**src/rtl/dht11_responder.sv**
```systemverilog
// rtl/dht11_responder.sv - DHT11 sensor emulator: detects host start, sends ack and 40-bit frame
module dht11_responder #(
  parameter int unsigned TICKS_PER_US  = 1,
  parameter int unsigned START_MIN_US  = 18000,
  parameter int unsigned RESP_DELAY_US = 30,
  parameter int unsigned RESP_US       = 80,
  parameter int unsigned BIT_LOW_US    = 50,
  parameter int unsigned BIT0_HIGH_US  = 27,
  parameter int unsigned BIT1_HIGH_US  = 70
) (
  input  logic       clk,
  input  logic       rst,
  input  logic       dq_in,
  output logic       dq_drive_low,
  input  logic [7:0] hum_int,
  input  logic [7:0] hum_dec,
  input  logic [7:0] temp_int,
  input  logic [7:0] temp_dec,
  output logic       busy,
  output logic       frame_done
);

  localparam int unsigned START_CYC = START_MIN_US  * TICKS_PER_US;
  localparam int unsigned DLY_CYC   = RESP_DELAY_US * TICKS_PER_US;
  localparam int unsigned RESP_CYC  = RESP_US       * TICKS_PER_US;
  localparam int unsigned BLOW_CYC  = BIT_LOW_US    * TICKS_PER_US;
  localparam int unsigned B0_CYC    = BIT0_HIGH_US  * TICKS_PER_US;
  localparam int unsigned B1_CYC    = BIT1_HIGH_US  * TICKS_PER_US;

  localparam int unsigned MAX_A   = (START_CYC > DLY_CYC)  ? START_CYC : DLY_CYC;
  localparam int unsigned MAX_B   = (MAX_A > RESP_CYC)     ? MAX_A     : RESP_CYC;
  localparam int unsigned MAX_C   = (MAX_B > BLOW_CYC)     ? MAX_B     : BLOW_CYC;
  localparam int unsigned MAX_D   = (MAX_C > B0_CYC)       ? MAX_C     : B0_CYC;
  localparam int unsigned MAX_CYC = (MAX_D > B1_CYC)       ? MAX_D     : B1_CYC;
  localparam int          CW      = $clog2(MAX_CYC + 1);

  localparam logic [CW-1:0] START_C = CW'(START_CYC);
  localparam logic [CW-1:0] DLY_C   = CW'(DLY_CYC);
  localparam logic [CW-1:0] RESP_C  = CW'(RESP_CYC);
  localparam logic [CW-1:0] BLOW_C  = CW'(BLOW_CYC);
  localparam logic [CW-1:0] B0_C    = CW'(B0_CYC);
  localparam logic [CW-1:0] B1_C    = CW'(B1_CYC);
  localparam logic [CW-1:0] CNT_MAX = '1;

  typedef enum logic [2:0] {
    IDLE, WAIT_REL_DLY, ACK_LOW, ACK_HIGH, BIT_LOW, BIT_HIGH, END_LOW
  } state_t;

  state_t        state, state_nxt;
  logic [CW-1:0] cnt, cnt_nxt, phase_len;
  logic [39:0]   shreg, shreg_nxt;
  logic [5:0]    idx, idx_nxt;
  logic          sync1, sync2;
  logic          drive_nxt, busy_nxt, done_nxt, phase_last;
  logic [7:0]    csum;

  assign csum       = hum_int + hum_dec + temp_int + temp_dec;
  assign phase_last = (cnt == phase_len - CW'(1));

  always_comb begin
    phase_len = BLOW_C;
    case (state)
      WAIT_REL_DLY: phase_len = DLY_C;
      ACK_LOW:      phase_len = RESP_C;
      ACK_HIGH:     phase_len = RESP_C;
      BIT_HIGH:     phase_len = shreg[39] ? B1_C : B0_C;
      default:      phase_len = BLOW_C;
    endcase
  end

  always_comb begin
    state_nxt = state;
    cnt_nxt   = cnt + CW'(1);
    shreg_nxt = shreg;
    idx_nxt   = idx;
    done_nxt  = 1'b0;
    case (state)
      IDLE: begin
        // Low time saturates so a very long host low still qualifies as a start.
        if (!sync2) begin
          cnt_nxt = (cnt == CNT_MAX) ? cnt : cnt + CW'(1);
        end else if (cnt >= START_C) begin
          state_nxt = WAIT_REL_DLY;
          cnt_nxt   = '0;
          shreg_nxt = {hum_int, hum_dec, temp_int, temp_dec, csum};
        end else begin
          cnt_nxt = '0;
        end
      end
      WAIT_REL_DLY: if (phase_last) begin state_nxt = ACK_LOW;  cnt_nxt = '0; end
      ACK_LOW:      if (phase_last) begin state_nxt = ACK_HIGH; cnt_nxt = '0; end
      ACK_HIGH: begin
        if (phase_last) begin
          state_nxt = BIT_LOW;
          cnt_nxt   = '0;
          idx_nxt   = '0;
        end
      end
      BIT_LOW:      if (phase_last) begin state_nxt = BIT_HIGH; cnt_nxt = '0; end
      BIT_HIGH: begin
        if (phase_last) begin
          cnt_nxt   = '0;
          shreg_nxt = {shreg[38:0], 1'b0};
          idx_nxt   = idx + 6'd1;
          state_nxt = (idx == 6'd39) ? END_LOW : BIT_LOW;
        end
      end
      END_LOW: begin
        if (phase_last) begin
          state_nxt = IDLE;
          cnt_nxt   = '0;
          done_nxt  = 1'b1;
        end
      end
      default: begin
        state_nxt = IDLE;
        cnt_nxt   = '0;
      end
    endcase
    drive_nxt = (state_nxt == ACK_LOW) || (state_nxt == BIT_LOW) || (state_nxt == END_LOW);
    busy_nxt  = (state_nxt != IDLE);
  end

  always_ff @(posedge clk) begin
    if (rst) begin
      state        <= IDLE;
      cnt          <= '0;
      shreg        <= '0;
      idx          <= '0;
      sync1        <= 1'b1;
      sync2        <= 1'b1;
      dq_drive_low <= 1'b0;
      busy         <= 1'b0;
      frame_done   <= 1'b0;
    end else begin
      state        <= state_nxt;
      cnt          <= cnt_nxt;
      shreg        <= shreg_nxt;
      idx          <= idx_nxt;
      sync1        <= dq_in;
      sync2        <= sync1;
      dq_drive_low <= drive_nxt;
      busy         <= busy_nxt;
      frame_done   <= done_nxt;
    end
  end

endmodule

```
**config.mk**
```make
export PLATFORM = sky130hd
export DESIGN_NAME = dht11_responder
export DESIGN_NICKNAME = d
export VERILOG_FILES = /design/src/rtl/dht11_responder.sv
export SDC_FILE = /design/constraint.sdc
export NUM_CORES = 1
export LEC_CHECK = 0
export ABC_AREA = 1
export CAP_MARGIN = 10
export CORE_ASPECT_RATIO = 0.7
export CORE_UTILIZATION = 65
export CTS_BUF_LIST = sky130_fd_sc_hd__clkbuf_16
export CTS_CLUSTER_SIZE = 20
export DETAILED_ROUTE_END_ITERATION = 12
export DONT_BUFFER_PORTS = 1
export MAX_ROUTING_LAYER = met4
export PLACE_DENSITY = 0.8
export SLEW_MARGIN = 20
export SYNTH_ARGS = -nofsm -noshare
export SYNTH_HDL_FRONTEND = slang
export SYNTH_SLANG_ARGS = --single-unit
```
**constraint.sdc**
```tcl
create_clock -name clk -period 7.4 [get_ports clk]
set_input_delay 1.85 -clock clk [delete_from_list [all_inputs] [get_ports clk]]
set_output_delay 1.85 -clock clk [all_outputs]
set_load 0.03 [all_outputs]
```
==> results.py <==
metrics = {
    "status": {
        "outcome": "finished clean",
    },
    "layout": {
        "finalNetCount": 668,
        "num_antenna_cells": 0,
        "n_fill_cell": 554,
        "drive_gt1_share_pct": 5.89,
        "register_area_sq_mm": 0.00138,
        "final_util_pct": 71.8,
        "area_growth_pct": 5.88,
        "multi_input_area_sq_mm": 0.00239,
    },
    "synthesis": {
        "yosys.area.top_type": "dfxtp_1",
        "synth_edf_count": 0,
        "syn-cell-area_sq_mm": 0.00426,
        "ys_top_cells_by_count": "nand2_1 (137), inv_1 (92), o21ai_0 (92)",
        "ys_seq_elements": 69,
        "syn_nets": 681,
        "yosysTopAreaCellShare_pct": 32.5,
        "seq_area_frac_synth_pct": 32.5,
        "synth.distinct_cells": 37,
        "yosysWarnings": 0,
        "syn_inst": 620,
        "synthTopCellsByArea": "dfxtp_1 (32%), nand2_1 (12%), o21ai_0 (11%)",
        "async_flop_share_pct": 0,
        "syn_area_per_cell_sq_um": 6.86,
        "synth.most_common_cell": "nand2_1",
        "synth_ff_type": "dfxtp_1",
    },
    "power": {
        "peakVddDrop_mv": 0.144,
        "leakage_nw": 1.98,
        "p_per_area_mw_per_mm2": 194,
    },
    "worst_setup_path": {
        "path_class": "input pin to register",
        "arrival_ps": 4390,
        "startpoint_type": "input pin",
        "worstPathRequired_ps": 7670,
        "r2r_start": "state[1]$_SDFF_PP0_",
        "end_kind": "register",
        "cp-startpoint": "hum_int[1]",
        "crit_fanout": 3,
    },
    "global_routing": {
        "antenna_found_initial": 0,
        "grt_usage_pct": 29.7,
        "grt_pass1_vias": 3265,
        "grt_max_degree": 81,
        "grt_pass1_wl_mm": 15.6,
        "grt-ovfl-total": 0,
    },
    "timing": {
        "fin_tns_setup_ps": 0,
        "max_slew.worst_pin.slew_ps": 721,
        "finalSetupViolCount": 0,
        "final.min_clock_period_ps": 4130,
        "timing.fmax_ghz": 0.242,
        "report.final.slew_viol_count": 0,
        "slew_headroom_pct": 51.9,
        "hold_violations": 0,
        "skew_ps": 7.97,
        "period_share_pct": 55.8,
        "rsz0062_at_grt": "false",
    },
    "placed_design": {
        "dpl.hpwl_mm": 6.79,
        "place_congestion": 0.869,
        "place.port_buffers": 0,
    },
    "route": {
        "first_pass_iters": 5,
        "via_count": 3823,
        "post_drt_wl_per_cell_um": 13.5,
        "antenna_left": 0,
        "viasPerCell": 5.55,
        "wl_mm": 9.33,
        "drc": 0,
        "detail_route.iter0.violations": 277,
    },
    "floorplan": {
        "fp.coreArea_sq_mm": 0.00628,
        "row_count": 24,
        "start_util_pct": 67.8,
        "dieArea_sq_mm": 0.00688,
        "die_w_um": 98.7,
        "ios": 38,
        "die_h_um": 69.7,
    },
    "cts": {
        "worstSkewPairLatency_ps": 330,
        "cts_root_buf": "clkbuf_16",
        "postCtsSetupBuffers": 0,
        "clock_sinks": 69,
        "cts_hold_buf": 0,
        "clk_pin_slew_ps": 50,
        "cts_buffers": 9,
        "htreeDepth": 3,
        "tritoncts": "yes",
        "clock_path_buffers": 2,
        "cts_resized": 0,
    },
    "min_path": {
        "hp-start": "sync1$_SDFF_PP1_",
        "hold_path.class": "register to register",
    },
    "flow_run": {
        "max-cap-violations": 0,
    },
}
-- where the power goes --
group	switching [mW]	internal [mW]
registers	0.000724	0.373
clock network	0.150	0.221
logic	0.0738	0.0555
-- per-layer routing --
metal  GRT usage (%)  vias up  share of wire [%]
met4            6.97        0               0.89
met2            41.9      123                 42
met5               -        -                  0
li1                -     1958                  -
met1            43.4     1733                 50
met3            6.15        9                6.7
-- worst paths after layout --
check / to / slack (ps) / cells past startpoint
worst max-delay path: shreg[7]$_SDFFE_PP0P_ / 3270 / 16
worst min-delay path: sync2$_SDFF_PP1_ / 410 / 1
worst max register to register: shreg[35]$_SDFFE_PP0P_ / 4060 / 15
worst min register to register: sync2$_SDFF_PP1_ / 410 / 1
-- worst max-delay path, stage by stage --
cell and delay, ps:
fa_1 500, fa_1 550, ha_1 170, inv_1 60
fa_1 360, inv_1 90, nand3_1 70, nand2_1 90
nand2_1 80, nand2_1 70, a21oi_1 70, nand3_1 90
nand2_1 50, o22ai_1 140, nor2_1 60, nor2_1 100
-- state kept, by name, summed over array words and instances (netlist names) --
register      cells
busy              1
cnt              15
dq_drive_low      1
frame_done        1
idx               6
shreg            40
state             3
sync1             1
sync2             1
-- cell type report --
class	count	share of cell area [%]
clock buffer	9	5.00
clock inverter	6	0.722
inverter	96	8.00
multi-input combinational	429	53.1
sequential	69	30.7
tap	78	2.17
timing repair buffer	2	0.333
-- cell families (layout without fill, tap and decap cells) --
family,Yosys count,after routing,synth area share (%)
and+or+nand+nor,232,232,24.3
AOI/OAI and AO/OA,156,156,18.8
buffers and inverters,122,113,11.3
DFF,69,69,32.5
adders and majority gates,26,26,10.1
xor gates and xnor gates,14,14,2.88
other,1,1,0.0881
-- layout by cell type (no fill, tap or decap), drive strengths merged --
cell type  count
xnor2          5
o21ai         94
ha            12
o21a           1
dfxtp         69
o2111ai        2
a21oi         53
o211ai         1
inv           97
o21bai         1
clkinvlp       2
o22ai          4
and3           1
nor4           1
nor3b          3
clkinv         3
nor3           6
nor2          37
nand2        141
nand3         31
clkbuf         9
xor2           9
fa            14
nand4          7
or2            5
conb           1
buf            2
-- through the flow --
stage / total power [mW] / instances / hold WS [ps] / setup slack [ps] / instance area, sq um
detailed placement: 0.506 / 674 / 394 / 2980 / 4250
finish: 0.873 / 689 / 405 / 3270 / 4510
floorplan: 0.480 / 620 / 389 / 3200 / 4260
global placement: 0.502 / 674 / 398 / 3060 / 4250
global route: 0.915 / 689 / 430 / 3120 / 4510
CTS: 0.880 / 689 / 405 / 3310 / 4510
Note: power is estimated with default switching activity, not from simulation.
